==> config.mk <==
export PLATFORM = sky130hd
export DESIGN_NAME = seg_scan_driver
export DESIGN_NICKNAME = d
export VERILOG_FILES = /design/src/rtl/seg_pkg.sv /design/src/rtl/seg_hex_decode.sv /design/src/rtl/seg_scan_driver.sv
export SDC_FILE = /design/constraint.sdc
export NUM_CORES = 1
export LEC_CHECK = 0
export CORE_MARGIN = 2
export CORE_UTILIZATION = 51
export DETAILED_ROUTE_END_ITERATION = 10
export GPL_TIMING_DRIVEN = 0
export PLACE_DENSITY = 0.76
export SLEW_MARGIN = 0
export SYNTH_ARGS = -nofsm -noshare
export SYNTH_HDL_FRONTEND = slang
export SYNTH_SLANG_ARGS = --single-unit
==> constraint.sdc <==
create_clock -name clk -period 2.5 [get_ports clk]
set_input_delay 0.25 -clock clk [delete_from_list [all_inputs] [get_ports clk]]
set_output_delay 0.25 -clock clk [all_outputs]
set_load 0.02 [all_outputs]
==> src/rtl/seg_pkg.sv <==
// Shared constants for the seven-segment scan driver: hex glyphs, the
// decimal-point bit position and the active-low "everything off" patterns.
package seg_pkg;

  localparam int SEG_DP  = 7;
  localparam int MAX_DIG = 8;

  // Active-low off patterns for the segment bus and the digit selects.
  localparam logic [7:0]         SEG_OFF     = 8'hFF;
  localparam logic [MAX_DIG-1:0] DIG_OFF_ALL = '1;

  // Active-high glyphs, bit order g..a.
  localparam logic [6:0] HEX_0 = 7'h3F;
  localparam logic [6:0] HEX_1 = 7'h06;
  localparam logic [6:0] HEX_2 = 7'h5B;
  localparam logic [6:0] HEX_3 = 7'h4F;
  localparam logic [6:0] HEX_4 = 7'h66;
  localparam logic [6:0] HEX_5 = 7'h6D;
  localparam logic [6:0] HEX_6 = 7'h7D;
  localparam logic [6:0] HEX_7 = 7'h07;
  localparam logic [6:0] HEX_8 = 7'h7F;
  localparam logic [6:0] HEX_9 = 7'h6F;
  localparam logic [6:0] HEX_A = 7'h77;
  localparam logic [6:0] HEX_B = 7'h7C;
  localparam logic [6:0] HEX_C = 7'h39;
  localparam logic [6:0] HEX_D = 7'h5E;
  localparam logic [6:0] HEX_E = 7'h79;
  localparam logic [6:0] HEX_F = 7'h71;

  function automatic logic [6:0] hexseg(input logic [3:0] nibble);
    case (nibble)
      4'h0: return HEX_0;
      4'h1: return HEX_1;
      4'h2: return HEX_2;
      4'h3: return HEX_3;
      4'h4: return HEX_4;
      4'h5: return HEX_5;
      4'h6: return HEX_6;
      4'h7: return HEX_7;
      4'h8: return HEX_8;
      4'h9: return HEX_9;
      4'hA: return HEX_A;
      4'hB: return HEX_B;
      4'hC: return HEX_C;
      4'hD: return HEX_D;
      4'hE: return HEX_E;
      default: return HEX_F;
    endcase
  endfunction

endpackage

==> src/rtl/seg_hex_decode.sv <==
// Combinational glyph decoder: one nibble plus decimal point to an
// active-high 8-bit segment vector {dp, g..a}.
module seg_hex_decode
  import seg_pkg::*;
(
  input  logic [3:0] nibble,
  input  logic       dp,
  output logic [7:0] seg
);

  // Look up the glyph and merge in the decimal point.
  always_comb begin
    seg         = {1'b0, hexseg(nibble)};
    seg[SEG_DP] = dp;
  end

endmodule

==> src/rtl/seg_scan_driver.sv <==
// Multi-digit seven-segment scan driver. Double-buffered display data is
// swapped only at frame wrap; each digit slot opens with a dark guard
// interval to suppress ghosting. All outputs are registered.
module seg_scan_driver
  import seg_pkg::*;
#(
  parameter int NUM_DIG      = 8,
  parameter int SCAN_DIV     = 100000,
  parameter int GUARD_CYC    = 2000,
  parameter int BLINK_FRAMES = 64
) (
  input  logic                   clk,
  input  logic                   rst,
  input  logic                   load,
  input  logic [4*NUM_DIG-1:0]   digits,
  input  logic [NUM_DIG-1:0]     dp_mask,
  input  logic [NUM_DIG-1:0]     blank_mask,
  input  logic [NUM_DIG-1:0]     blink_mask,
  output logic [NUM_DIG-1:0]     DIG,
  output logic [7:0]             Y,
  output logic                   frame_done
);

  localparam int PW = $clog2(SCAN_DIV);
  localparam int IW = (NUM_DIG > 1) ? $clog2(NUM_DIG) : 1;
  localparam int BW = (BLINK_FRAMES > 1) ? $clog2(BLINK_FRAMES) : 1;

  localparam logic [PW-1:0]      PRE_LAST   = PW'(SCAN_DIV - 1);
  localparam logic [PW-1:0]      GUARD_END  = PW'(GUARD_CYC);
  localparam logic [IW-1:0]      IDX_LAST   = IW'(NUM_DIG - 1);
  localparam logic [BW-1:0]      BLINK_LAST = BW'(BLINK_FRAMES - 1);
  localparam logic [NUM_DIG-1:0] DIG_OFF    = DIG_OFF_ALL[NUM_DIG-1:0];

  typedef struct packed {
    logic [4*NUM_DIG-1:0] digits;
    logic [NUM_DIG-1:0]   dp;
    logic [NUM_DIG-1:0]   blank;
    logic [NUM_DIG-1:0]   blink;
  } disp_t;

  // Blank everything until a real load has been promoted to the active set.
  localparam disp_t DISP_RST = '{digits: '0, dp: '0, blank: '1, blink: '0};

  logic [PW-1:0]      pre_cnt_q, pre_cnt_d;
  logic [IW-1:0]      idx_q, idx_d;
  logic [BW-1:0]      blink_cnt_q, blink_cnt_d;
  logic               blink_phase_q, blink_phase_d;
  logic               pending_q, pending_d;
  disp_t              shd_q, shd_d;
  disp_t              act_q, act_d;
  logic [NUM_DIG-1:0] dig_q, dig_d;
  logic [7:0]         y_q, y_d;
  logic               frame_done_q, frame_done_d;

  disp_t              in_disp;
  logic               tick, wrap, guard, digit_off;
  logic [3:0]         cur_nibble;
  logic               cur_dp, cur_blank, cur_blink;
  logic [NUM_DIG-1:0] dig_sel;
  logic [7:0]         seg_on;

  assign in_disp = '{digits: digits, dp: dp_mask, blank: blank_mask, blink: blink_mask};

  // Pick the active-buffer fields for the digit currently being scanned.
  // NOTE: every always_comb output gets a default first so no path leaves it unassigned (no latches).
  always_comb begin
    cur_nibble = '0;
    cur_dp     = 1'b0;
    cur_blank  = 1'b1;
    cur_blink  = 1'b0;
    dig_sel    = DIG_OFF;
    for (int i = 0; i < NUM_DIG; i++) begin
      if (idx_q == IW'(i)) begin
        cur_nibble = act_q.digits[4*i +: 4];
        cur_dp     = act_q.dp[i];
        cur_blank  = act_q.blank[i];
        cur_blink  = act_q.blink[i];
        dig_sel[i] = 1'b0;
      end
    end
  end

  seg_hex_decode u_hex_decode (
    .nibble (cur_nibble),
    .dp     (cur_dp),
    .seg    (seg_on)
  );

  // Next-state logic: scan counters, blink timer, buffer swap and output patterns.
  always_comb begin
    tick = (pre_cnt_q == PRE_LAST);
    wrap = tick && (idx_q == IDX_LAST);

    pre_cnt_d = tick ? '0 : pre_cnt_q + PW'(1);

    idx_d = idx_q;
    if (tick) idx_d = (idx_q == IDX_LAST) ? '0 : idx_q + IW'(1);

    blink_cnt_d   = blink_cnt_q;
    blink_phase_d = blink_phase_q;
    if (wrap) begin
      if (blink_cnt_q == BLINK_LAST) begin
        blink_cnt_d   = '0;
        blink_phase_d = ~blink_phase_q;
      end else begin
        blink_cnt_d = blink_cnt_q + BW'(1);
      end
    end

    // A load always lands in shadow; a load coinciding with wrap also goes
    // straight to active so it is neither lost nor delayed a full frame.
    shd_d     = shd_q;
    act_d     = act_q;
    pending_d = pending_q;
    if (load) begin
      shd_d     = in_disp;
      pending_d = 1'b1;
    end
    if (wrap) begin
      if (load) begin
        act_d     = in_disp;
        pending_d = 1'b0;
      end else if (pending_q) begin
        act_d     = shd_q;
        pending_d = 1'b0;
      end
    end

    guard     = (pre_cnt_q < GUARD_END);
    digit_off = cur_blank || (cur_blink && blink_phase_q);
    dig_d     = DIG_OFF;
    y_d       = SEG_OFF;
    if (!guard && !digit_off) begin
      dig_d = dig_sel;
      y_d   = ~seg_on;
    end

    frame_done_d = wrap;
  end

  // State and output registers with asynchronous active-low reset.
  // NOTE: sequential state uses non-blocking assignments so every flop samples pre-edge values.
  // NOTE: the display buffers are reset too, so the panel is provably dark before the first load.
  always_ff @(posedge clk or negedge rst) begin
    if (!rst) begin
      pre_cnt_q     <= '0;
      idx_q         <= '0;
      blink_cnt_q   <= '0;
      blink_phase_q <= 1'b0;
      pending_q     <= 1'b0;
      shd_q         <= DISP_RST;
      act_q         <= DISP_RST;
      dig_q         <= DIG_OFF;
      y_q           <= SEG_OFF;
      frame_done_q  <= 1'b0;
    end else begin
      pre_cnt_q     <= pre_cnt_d;
      idx_q         <= idx_d;
      blink_cnt_q   <= blink_cnt_d;
      blink_phase_q <= blink_phase_d;
      pending_q     <= pending_d;
      shd_q         <= shd_d;
      act_q         <= act_d;
      dig_q         <= dig_d;
      y_q           <= y_d;
      frame_done_q  <= frame_done_d;
    end
  end

  assign DIG        = dig_q;
  assign Y          = y_q;
  assign frame_done = frame_done_q;

endmodule

# Word-level counts from Yosys, hierarchy flattened
# Memories as Yosys holds them, arrays and structs flattened.
# Index checks and enable logic that the tools add are counted.
[totals]
reg_bits = 157
romBits = 112
inputBits = 59
output_inout_bits = 17
elab_cells = 93
n_memories = 1
[op_classes]
addsub = 3
magnitude_cmp = 1
n_eq_ne = 9
muxes = 51
bitwise = 2
n_reduce_logical = 10
[memory_table]
columns = ["memory", "depth", "width", "read_ports", "rd_clocked_by_memory_dff", "write_ports", "line", "rtl"]
rows = [
  ["(name not given)", 16, 7, 1, 0, 0, "seg_pkg.sv:31", "case (nibble)"],
]
[op_table]
columns = ["op", "n"]
rows = [
  ["56-bit two-way mux", 2],
  ["1-bit two-way mux", 36],
  ["4-bit two-way mux", 8],
  ["17-bit by 1-bit adder with 17-bit output, second input constant", 1],
  ["17-bit equality test, second input constant", 1],
  ["17-bit by 11-bit < comparator with 1-bit output, second input constant", 1],
  ["17-bit two-way mux", 1],
  ["8-bit two-way mux", 2],
  ["3-bit equality test, second input constant", 4],
  ["8-bit NOT", 1],
  ["6-bit by 1-bit adder with 6-bit output, second input constant", 1],
  ["3-bit by 2-bit equality test with 1-bit output, second input constant", 2],
  ["6-bit equality test, second input constant", 1],
  ["6-bit two-way mux", 1],
  ["2-bit AND reduction", 2],
  ["3-bit by 1-bit adder with 3-bit output, second input constant", 1],
  ["3-bit by 1-bit equality test with 1-bit output, second input constant", 1],
  ["1-bit logical AND", 3],
  ["3-bit logical NOT", 1],
  ["3-bit two-way mux", 1],
  ["1-bit logical NOT", 2],
  ["2-bit nonzero test", 1],
  ["1-bit logical OR", 1],
  ["1-bit NOT", 1],
]

# Depth between registers and ports, before layout
# Gate-level depths: netlist (run 1).
[depth]
word_depth = 14
ltp_mapped = 14
mapped_depth_nobuf = 12

# Modules after synthesis
# From an unflattened synthesis (run 1), not the netlist that was laid out.
[unflattened]
hier_cells = 566
area_unflattened_um2 = 7354.6
[by_module_without_submodules]
columns = ["module", "n_inst", "cells_per_inst", "area_per_inst_um2", "seq_area_each_um2"]
rows = [
  ["seg_scan_driver", 1, 532, 7059.3, 3968.8],
  ["seg_hex_decode", 1, 34, 295.3, 0.0],
]

# Worst setup path before layout (run 1)
# No wires, ideal clock.
[synth_timing]
kind = "reg-to-reg"
start = "reg idx_q[0]"
end = "reg y_q[1], in the netlist Y[1]"
setup_time_ns = 0.064
t_arrival_ns = 2.629
required_ns = 2.436
setup_slack_ns = -0.193
path_stages_with_launch = 15
n_path_buf = 2
synth_period_minus_slack_ns = 2.693
cell_sequence = "dfrtp_1 inv_1 ha_1 clkbuf_1 nor2b_1 clkbuf_1 a22oi_1 o31ai_1 o2111a_1 o22a_1 inv_1 ha_1 nor2_1 a211o_1 nand3_1"
[synth_between]
elab_chain_len = 14
word_cells_on_any_way = 39
classes_between = "eq/ne (7); mux (25); bitwise (1); reduce/logical (5); memory (1)"
[synth_rtl]
columns = ["element", "line", "rtl"]
rows = [
  ["from (decl)", "seg_scan_driver.sv:45", "logic [IW-1:0] idx_q, idx_d;"],
  ["from (signal assigned)", "seg_scan_driver.sv:158", "idx_q <= idx_d;"],
  ["branches (longest 13 deep; another with memory read 16 x 7 bit)", "--", ""],
  ["8-bit two-way mux (*)", "seg_scan_driver.sv:133", "if (!guard && !digit_off) begin"],
  ["via y_d[1]", "seg_scan_driver.sv:52", "logic [7:0] y_q, y_d;"],
  ["to (signal assigned)", "seg_scan_driver.sv:165", "y_q <= y_d;"],
  ["to (decl)", "seg_scan_driver.sv:52", ""],
]
# Mark *: on every way through the listed nets, which the timed path passes.
# A chain may end at the register's enable or synchronous reset.

# Worst setup path in the final report (run 1)
[layout_timing]
start = "reg idx_q[0]"
end = "reg y_q[0], in the netlist Y[0]"
# Same word-level chain as after synthesis.

==> results.md, run 1 <==
* Clock slew at reported path FFs at 0.06 ns
* Post-synthesis sequential area ratio at 56.5%
* Die Area at 14700 µm²
* Critical Path RT at 2.85 ns
* Sw Share at 20.4%
* Final min period at 2.72 ns
* Core Footprint at 13300 µm²
* Wire length per cell at 18.9 µm
* Area leader, netlist: dfrtp_1
* Pwr dens at 599 nW/µm²
* Ant diodes at 0
* Hold/Removal Path Class: in2async
* Synthesized cell area at 7030 µm²
* RSZ-0062 raised after global routing: true
* TritonRoute pass-1 iters at 5
* Tot GR Track Use at 21.6%
* Root buf cell: clkbuf_16
* Status: finished with violations
* Critical path class: reg2reg
* Prevailing post-synth register cell: dfrtp_1
* IO Pins at 76
* DP HPWL at 10100 µm
* Finish-stage setup viols at 8
* Skew final at 0.00802 ns
* Remaining Overflow, GRT at 0
* Placed cell count at 789
* Initial antenna violation count at 0
* Launch point of the critical path: idx_q[0]
* Fin cells at 855
* Clock power share at 46.5%
* H-tree depth at 4
* #FFs+latches synth at 157
* Max-Cap Viols at 0
* Worst EP arrival at 3.07 ns
* Least-Margin Pin Slew at 0.693 ns
* Register share of total power at 47.9%
* Port bufs at 75
* Power share of the combinational group at 5.6%
* Worst R2R Path Depth at 11
* DRC violation total after the first TritonRoute iteration at 463
* Largest net degree at the start of global routing at 103
* YS warnings at 0
* Gpl congestion at 0.844
* Fin. Hold Viols at 0
* Fin crit share at 109%
* P_sw at 1.13 mW
* Post-synth top area share at 44.5%
* Post-synth EDFFs at 0
* Pins over their slew limit at 0
* Vias in the first global route at 4760
* Syn Nets at 610
* CP endpoint kind: flop
* Maximum VDD drop at 567 µV
* Vias at 4846
* Vias per cell at 5.67
* P_int at 4.43 mW
* Mapped Cells at 537
* Clock buffer depth at 2
* Sink Count at 157
* DRC viols at 0
* Cts bufs inserted at 17
* Count of cell types in the netlist at 58
* Pleak at 4.10 nW
* CTS tree: yes
* First-pass GRT wire length at 24200 µm
* Mean post-synth cell area at 13.1 µm²
* Die Y at 121 µm
* Startpoint Class: flop
* Critical R2R Capture: Y[0]
* Final worst setup slack at -0.222 ns
* Crit Reg-Reg Startpoint: idx_q[0]
* DRT Wirelength at 16100 µm
* Die width at 121 µm
* Max Clk Rate at 367 MHz
* Failing checks: negative setup slack
* Antenna viol nets, final at 0
* Slew Limit Headroom at 53.4%
* Fin util at 69.5%
* Clock Latency Late Sink at 0.43 ns
* Critical path peak fanout at 9
* Nets at 739
* Reg-to-reg setup timing slack at -0.22 ns
* Syn-to-layout area delta at 32.1%
* Ratio of cells with drive above 1 in the final layout at 40.2%
* Rows at 42
* Post-synth ARST share at 100%
* Largest cells by area after synthesis: dfrtp_1, dfstp_2, mux2_2
* Initial Util at 52.6%
stage by stage:
step / instance area (µm²) / worst slack (ns) / total power [mW] / TNS [ns] / hold WS (ns)
after floorplan: 7040 / -0.0115 / 2.83 / -0.0115 / -0.0456
after global placement: 8010 / -4.76 / 3.01 / -698.82 / 0.465
after detailed placement: 8040 / -0.724 / 3.02 / -16.14 / 0.246
after CTS: 8920 / -0.0963 / 5.59 / -0.515 / 0.371
after global routing: 9280 / -0.255 / 5.76 / -2.64 / 0.398
final: 9280 / -0.222 / 5.56 / -0.713 / 0.355
worst max path at each step:
stage | cells after the start | endpoint
after global routing | 15 | Y[3]
after detailed placement | 9 | Y[7]
after floorplan | 14 | Y[1]
after CTS | 14 | Y[3]
after global placement | 1 | shd_q[26]
final | 11 | Y[0]
placed cells by master (no fill, tap or decap), drive strengths merged, types with 4 or more instances in the layout:
master	netlist	final
a21oi	15	15
a221o	4	4
and3	4	4
buf	10	54
clkbuf	16	31
clkdlybuf4s50	0	74
clkinv	2	5
dfrtp	125	125
dfstp	32	32
ha	14	14
inv	14	14
mux2	113	113
nand2	35	35
nand3	20	20
nand3b	4	4
nor2	29	29
nor2b	5	5
nor3	5	5
nor4	4	4
o21ai	19	19
o31ai	4	4
xnor2	9	9
xor2	8	8
metal layers:
layer | part of all wire [%] | global-route usage (%)
met3 | 6.3 | 5.69
met4 | 1.7 | 8.33
met1 | 43 | 28.5
met2 | 49 | 34.2
met5 | 0 | 0
what timing repair did:
item / CTS / global route
endpoints found under the hold margin: 47 / 0
endpoints found under the setup margin: 55 / 65
hold buffers: 1 / 0
gates resized for setup: 45 / 62
buffers inserted: 16 / 18
pin swaps: 14 / 21
power by group through the flow:
stage	sequential, mW	combinational [mW]	clock (mW)
floorplan	2.70	0.130	0
global placement	2.71	0.300	0
detailed placement	2.71	0.314	0
CTS	2.67	0.318	2.61
global route	2.67	0.342	2.75
finish	2.67	0.310	2.59
final cells by class:
| class | instances | area, µm² |
|---|---|---|
| inverter | 16 | 76.3 |
| clock inverter | 8 | 118 |
| buffer | 25 | 205 |
| multi-input combinational | 338 | 3170 |
| timing repair buffer | 111 | 1050 |
| fill | 897 | 4070 |
| clock buffer | 24 | 472 |
| tap | 176 | 220 |
| sequential | 157 | 3970 |
logic make-up after synthesis:
family / after synthesis / synth area share, %
buf+inv: 42 / 2.81
simple gates: 119 / 8.35
mux: 116 / 20.7
xor+xnor: 17 / 2.12
compound gates: 72 / 7.05
fa+ha+maj: 14 / 2.49
flops: 157 / 56.5
cells in the mapped netlist, drive strengths merged, types with 9 or more instances:
cell / instances
mux2: 113
nand2: 35
dfrtp: 125
o21ai: 19
clkbuf: 16
ha: 14
dfstp: 32
buf: 10
nor2: 29
xnor2: 9
nand3: 20
a21oi: 15
inv: 14
sequential cells by signal (all words and copies together), names as in the netlist:
signal / flops
DIG: 8
act_q: 56
shd_q: 56
pending_q: 1
blink_phase_q: 1
idx_q: 3
Y: 8
pre_cnt_q: 17
blink_cnt_q: 6
frame_done: 1
worst max-delay path, stage by stage (launching register included):
cell and delay, ns:
dfrtp_2 0.45, inv_4 0.10, ha_4 0.14, buf_4 0.11, nand2_1 0.21, nor3_1 0.37, o22ai_2 0.16, a221o_1 0.34
buf_4 0.19, or2_4 0.28, a21oi_1 0.20, o31ai_1 0.10
(Power assumes the default switching activity.)
==> run 2, diff against run 1 <==
--- a/config.mk
+++ b/config.mk
@@ -14,3 +14,4 @@
 export SYNTH_ARGS = -nofsm -noshare
 export SYNTH_HDL_FRONTEND = slang
 export SYNTH_SLANG_ARGS = --single-unit
+export TNS_END_PERCENT = 1
==> run 2 against run 1 <==
The run still ends with negative setup slack left. Clock skew is essentially flat. Final area shrank 0.88%. Critical path type unchanged. Critical path depth grew 3. Sequential share of layout area grew 0.38 points. Largest cell class unchanged. Hold slack lost 0.0033 ns. Count of clock-buffer cells in the layout is the same.
==> results.md, run 2 (same netlist as run 1, synthesis figures left out) <==
* Status: finished with violations (unchanged)
* Failing checks: negative setup slack (unchanged)
* Maximum VDD drop at 565 µV (was 567 µV)
* Ratio of cells with drive above 1 in the final layout at 39.2% (was 40.2%)
* TritonRoute pass-1 iters at 6 (was 5)
* Worst path slowest cell: dfrtp_1 (was dfrtp_2)
* Skew final at 0.00776 ns (was 0.00802 ns)
* Commonest non-fill, non-tap cells in the layout: dfrtp_1, clkdlybuf4s50_1, mux2_2 (unchanged)
* Least-Margin Pin Slew at 0.763 ns (was 0.693 ns)
* Port bufs at 75 (unchanged)
* Clock buffer depth at 2 (unchanged)
* Pwr dens at 604 nW/µm² (was 599 nW/µm²)
* Initial antenna violation count at 0 (unchanged)
* Vias at 4775 (was 4846)
* Post-route total power at 5.55 mW (was 5.56 mW)
* Ant diodes at 0 (unchanged)
* Commonest non-fill, non-tap cell in the layout: dfrtp_1 (unchanged)
* Worst R2R Path Depth at 14 (was 11)
* Fin util at 68.9% (was 69.5%)
* RSZ-0062 raised after global routing: true (unchanged)
* Sink Count at 157 (unchanged)
* IO Pins at 76 (unchanged)
* Max Clk Rate at 380 MHz (was 367 MHz)
* Worst slack at placement at -0.724 ns (unchanged)
* CP endpoint: Y[3] (was Y[0])
* Largest stage delay, worst path at 0.42 ns (was 0.45 ns)
* Remaining Overflow, GRT at 0 (unchanged)
* Fillers at 904 (was 897)
* H-tree depth at 4 (unchanged)
* Finish-stage setup viols at 7 (was 8)
* CP endpoint kind: flop (unchanged)
* DRC violation total after the first TritonRoute iteration at 424 (was 463)
* Pins over their slew limit at 0 (unchanged)
* Startpoint Class: flop (unchanged)
* Clock slew at reported path FFs at 0.06 ns (about the same)
* Final min period at 2.63 ns (was 2.72 ns)
* Hold/Removal Path Class: in2async (unchanged)
* Max-Cap Viols at 0 (unchanged)
* Worst EP arrival at 2.99 ns (was 3.07 ns)
* DRC viols at 0 (unchanged)
* First-pass GRT wire length at 24200 µm (about the same)
* Critical path peak fanout at 8 (was 9)
* Critical R2R Capture: Y[3] (was Y[0])
* Launch point of the critical path: idx_q[1] (was idx_q[0])
* Fin crit share at 105% (was 109%)
* Vias per cell at 5.64 (was 5.67)
* Reg-to-reg setup timing slack at -0.13 ns (was -0.22 ns)
* CTS tree: yes (unchanged)
* Initial Util at 52.6% (unchanged)
* Fin. Hold Viols at 0 (unchanged)
* Die Area at 14700 µm² (unchanged)
* Largest net degree at the start of global routing at 103 (unchanged)
* Nets at 731 (was 739)
* Cts bufs inserted at 17 (unchanged)
* Critical path class: reg2reg (unchanged)
* Gpl congestion at 0.844 (unchanged)
* Tot GR Track Use at 21.5% (was 21.6%)
* Final worst setup slack at -0.134 ns (was -0.222 ns)
* Vias in the first global route at 4739 (was 4760)
* Worst hold slack at 0.351 ns (was 0.355 ns)
* Fin cells at 847 (was 855)
* Antenna viol nets, final at 0 (unchanged)
* Slew Limit Headroom at 48.6% (was 53.4%)
* Biggest registers after layout: act_q (56), shd_q (56), pre_cnt_q (17) (unchanged)
* Die width at 121 µm (unchanged)
* Pleak at 4.07 nW (was 4.10 nW)
* Syn-to-layout area delta at 31.0% (was 32.1%)
* Core Footprint at 13300 µm² (unchanged)
* Root buf cell: clkbuf_16 (unchanged)
* Crit Reg-Reg Startpoint: idx_q[1] (was idx_q[0])
* Critical Path RT at 2.85 ns (about the same)
* Rows at 42 (unchanged)
* Ordered list of cells on the worst path: inv_2, ha_4, buf_8, buf_8, buf_4, a221oi_1, o21a_1, nand2_1, o21ai_4, inv_4, ha_4, mux2_2, mux2i_1, nand2_1 (was inv_4, ha_4, buf_4, nand2_1, nor3_1, o22ai_2, a221o_1, buf_4, or2_4, a21oi_1, o31ai_1)
* DP HPWL at 10100 µm (unchanged)
* DRT Wirelength at 15500 µm (was 16100 µm)
* Clock Latency Late Sink at 0.43 ns (about the same)
* Wire length per cell at 18.3 µm (was 18.9 µm)
* Placed cell count at 789 (unchanged)
* Die Y at 121 µm (unchanged)
## run 2: report_power, final
part | total [mW] | internal, mW | switching, mW
Sequential | 2.67 | 2.64 | 0.0221
Combinational | 0.310 | 0.171 | 0.138
Clock | 2.58 | 1.61 | 0.964
Total | 5.55 | 4.43 | 1.12
## run 2: layout make-up
type	count	area, µm²	area share, %
Multi-Input combinational cell	338	3120	33.9
Inverter	16	76.3	0.829
Clock buffer	24	472	5.13
Sequential cell	157	3970	43.1
Buffer	25	233	2.53
Tap cell	176	220	2.39
Timing Repair Buffer	103	992	10.8
Clock inverter	8	118	1.28
## run 2: critical path, delay by kind of cell (launching register included)
family / cells / cell delay (ns)
buffers and inverters: 5 / 0.57
adder cells (fa/ha/maj): 2 / 0.36
flip-flops: 1 / 0.42
AND/OR/NAND/NOR: 2 / 0.18
multiplexers: 2 / 0.40
AO/OA/AOI/OAI: 3 / 0.62
## run 2: metal layers
layer  GRT usage [%]  vias to the layer above  share of wire (%)
li1                -                     2160                  -
met1            28.8                     2410                 43
met2            34.3                      179                 49
met3            5.45                       26                6.2
met4            7.76                        0                1.8
met5               0                        -                  0
## run 2: worst min path at each step
stage                endpoint  cells past startpoint           start
2_1_floorplan        act_q[0]                      0             rst
3_3_place_gp   blink_cnt_q[5]                      1  blink_cnt_q[5]
3_5_place_dp         shd_q[7]                      1             rst
4_1_cts              shd_q[6]                      2             rst
5_1_grt              shd_q[7]                      2             rst
6_report             shd_q[7]                      2             rst
## run 2: what timing repair did
item / CTS / global route
hold buffers: 1 / 0
setup endpoints to repair: 55 / 69
endpoints found under the hold margin: 47 / 0
buffers inserted: 13 / 13
pin swaps: 16 / 17
resized for setup: 53 / 52
## run 2: through the flow
stage	instance area, µm²	TNS [ns]
2_1_floorplan	7040	-0.0115
3_3_place_gp	8010	-698.82
3_5_place_dp	8040	-16.14
4_1_cts	8930	-0.862
5_1_grt	9200	-2.37
6_report	9200	-0.501
==> run 3, diff against run 2 <==
--- a/config.mk
+++ b/config.mk
@@ -5,7 +5,8 @@
 export SDC_FILE = /design/constraint.sdc
 export NUM_CORES = 1
 export LEC_CHECK = 0
-export CORE_MARGIN = 2
+export CORE_ASPECT_RATIO = 0.6
+export CORE_MARGIN = 10
 export CORE_UTILIZATION = 51
 export DETAILED_ROUTE_END_ITERATION = 10
 export GPL_TIMING_DRIVEN = 0
==> run 3 against run 2 <==
The run still ends with negative setup slack left. Critical path depth down 4. Sequential share of layout area up 0.39 points. First-iteration DRC count is 18% higher. Global-route usage decreased by 3.5 points. Register-to-register slack is essentially flat. Die area increased by 29%. Clock power is 4% higher. Count of clock-buffer cells in the layout shrank 4. Critical path type unchanged. Critical endpoint is now Y[0].
==> results.md, run 3 (same netlist as run 1, synthesis figures left out) <==
* Clock Latency Late Sink at 0.43 ns (about the same)
* Port bufs at 75 (unchanged)
* Critical R2R Capture: Y[0] (was Y[3])
* Launch point of the critical path: idx_q[0] (was idx_q[1])
* Fin crit share at 105% (about the same)
* Status: finished with violations (unchanged)
* Startpoint Class: flop (unchanged)
* RSZ-0062 raised after global routing: true (unchanged)
* Largest net degree at the start of global routing at 93 (was 103)
* Ratio of cells with drive above 1 in the final layout at 38.4% (was 39.2%)
* Vias at 4783 (was 4775)
* Tot GR Track Use at 18.1% (was 21.5%)
* IO Pins at 76 (unchanged)
* Die width at 172 µm (was 121 µm)
* TritonRoute pass-1 iters at 5 (was 6)
* CP endpoint kind: flop (unchanged)
* Post-route total power at 5.67 mW (was 5.55 mW)
* Ant diodes at 0 (unchanged)
* Commonest non-fill, non-tap cell in the layout: dfrtp_1 (unchanged)
* DP HPWL at 11700 µm (was 10100 µm)
* Rows at 33 (was 42)
* Clock buffer depth at 2 (unchanged)
* Reg area at 3970 µm² (about the same)
* Pleak at 4.03 nW (was 4.07 nW)
* Maximum VDD drop at 450 µV (was 565 µV)
* Die Y at 111 µm (was 121 µm)
* DRT Wirelength at 17400 µm (was 15500 µm)
* Max Clk Rate at 381 MHz (was 380 MHz)
* Fin. Hold Viols at 0 (unchanged)
* Critical path class: reg2reg (unchanged)
* Die Area at 19000 µm² (was 14700 µm²)
* Crit Reg-Reg Startpoint: idx_q[0] (was idx_q[1])
* DRC viols at 0 (unchanged)
* Initial antenna violation count at 0 (unchanged)
* Core Footprint at 13600 µm² (was 13300 µm²)
* Hold/Removal Path Class: in2async (unchanged)
* CTS tree: yes (unchanged)
* Syn-to-layout area delta at 29.8% (was 31.0%)
* Fin cells at 837 (was 847)
* Final worst setup slack at -0.125 ns (was -0.134 ns)
* Skew final at 0.00894 ns (was 0.00776 ns)
* Critical Path RT at 2.85 ns (about the same)
* Slew Limit Headroom at 51.8% (was 48.6%)
* Grt peak-use layer: met2 (unchanged)
* Worst hold slack at 0.376 ns (was 0.351 ns)
* Worst R2R Path Depth at 10 (was 14)
* Root buf cell: clkbuf_16 (unchanged)
* Least-Margin Pin Slew at 0.717 ns (was 0.763 ns)
* H-tree depth at 4 (unchanged)
* Remaining Overflow, GRT at 0 (unchanged)
* Vias in the first global route at 5182 (was 4739)
* Vias per cell at 5.71 (was 5.64)
* Nets at 722 (was 731)
* Fillers at 917 (was 904)
* Met3 usage at 6.19% (was 5.45%)
* Biggest registers after layout: act_q (56), shd_q (56), pre_cnt_q (17) (unchanged)
* Cts bufs inserted at 17 (unchanged)
* Pwr dens at 621 nW/µm² (was 604 nW/µm²)
* DRC violation total after the first TritonRoute iteration at 501 (was 424)
* Wire length per cell at 20.7 µm (was 18.3 µm)
* Placed cell count at 788 (was 789)
* Met1 Usage GRT at 24.5% (was 28.8%)
* Pins over their slew limit at 0 (unchanged)
* Reg-to-reg setup timing slack at -0.12 ns (was -0.13 ns)
* Footprint of the multi-input gates at 3090 µm² (was 3120 µm²)
* Sink Count at 157 (unchanged)
* Gpl congestion at 0.871 (was 0.844)
* Initial Util at 51.7% (was 52.6%)
* Worst EP arrival at 2.97 ns (was 2.99 ns)
* Finish-stage setup viols at 39 (was 7)
* Max-Cap Viols at 0 (unchanged)
* Commonest non-fill, non-tap cells in the layout: dfrtp_1, clkdlybuf4s50_1, mux2_2 (unchanged)
* First-pass GRT wire length at 27600 µm (was 24200 µm)
* Clock slew at reported path FFs at 0.06 ns (about the same)
* Final min period at 2.62 ns (was 2.63 ns)
* Antenna viol nets, final at 0 (unchanged)
* Failing checks: negative setup slack (unchanged)
* Critical path peak fanout at 9 (was 8)
* Grt met2 use at 27.0% (was 34.3%)
[run 3: cell count changes in the layout (fill, tap and decap cells not counted), sizes merged]
cell,change
buf,-11
clkbuf,-2
clkinv,+1
clkinvlp,+2
inv,+1
[run 3: metal layers]
metal,up-vias,wire length (µm)
li1,2140,-
met1,2402,7740
met2,199,7810
met3,42,1540
met4,0,263
met5,-,0
[run 3: layout make-up]
class,count,share of cell area [%]
Timing Repair Buffer,94,10.1
Inverter,16,0.796
Tap cell,175,2.40
Buffer,25,2.58
Clock buffer,20,5.01
Multi-Input combinational cell,338,33.9
Clock inverter,12,1.77
Sequential cell,157,43.5
[run 3: where the power goes]
part	internal, mW	switching, mW	total (mW)	leakage (nW)
Clock	1.63	1.06	2.69	0.293
Combinational	0.172	0.143	0.315	1.78
Sequential	2.64	0.0225	2.66	1.95
Total	4.45	1.22	5.67	4.03
[run 3: repair_timing]
action                     in CTS  in global routing
pin swaps                      12                  9
buffers inserted               10                  7
hold buffers                    1                  0
resized for setup              54                 39
hold endpoints to repair       48                  0
setup endpoints to repair      56                 72
[run 3: worst max-delay path by stage]
stage | to | slack (ns) | cells after the start
floorplan | Y[1] | -0.01 | 14
global placement | shd_q[52] | -4.69 | 1
detailed placement | DIG[5] | -0.79 | 9
CTS | Y[3] | -0.13 | 13
global route | act_q[53] | -0.19 | 8
finish | Y[0] | -0.12 | 10
[run 3: through the flow]
stage	utilization (%)	TNS [ns]	instance area [µm²]	worst slack, ns
finish	67.2	-1.80	9120	-0.125
global route	67.2	-7.60	9120	-0.187
CTS	65.7	-0.632	8930	-0.125
detailed placement	59.1	-15.27	8030	-0.787
global placement	58.9	-688.76	8010	-4.69
floorplan	-	-0.0115	7040	-0.0115
[run 3: worst max-delay path, cell delays in order (launching register included)]
cell        delay (ns)
dfrtp_2           0.47
inv_4             0.11
ha_4              0.20
clkinvlp_4        0.23
o21ai_0           0.27
o22ai_2           0.15
a221o_1           0.31
buf_2             0.19
or2_2             0.34
a21oi_1           0.17
o31ai_1           0.10
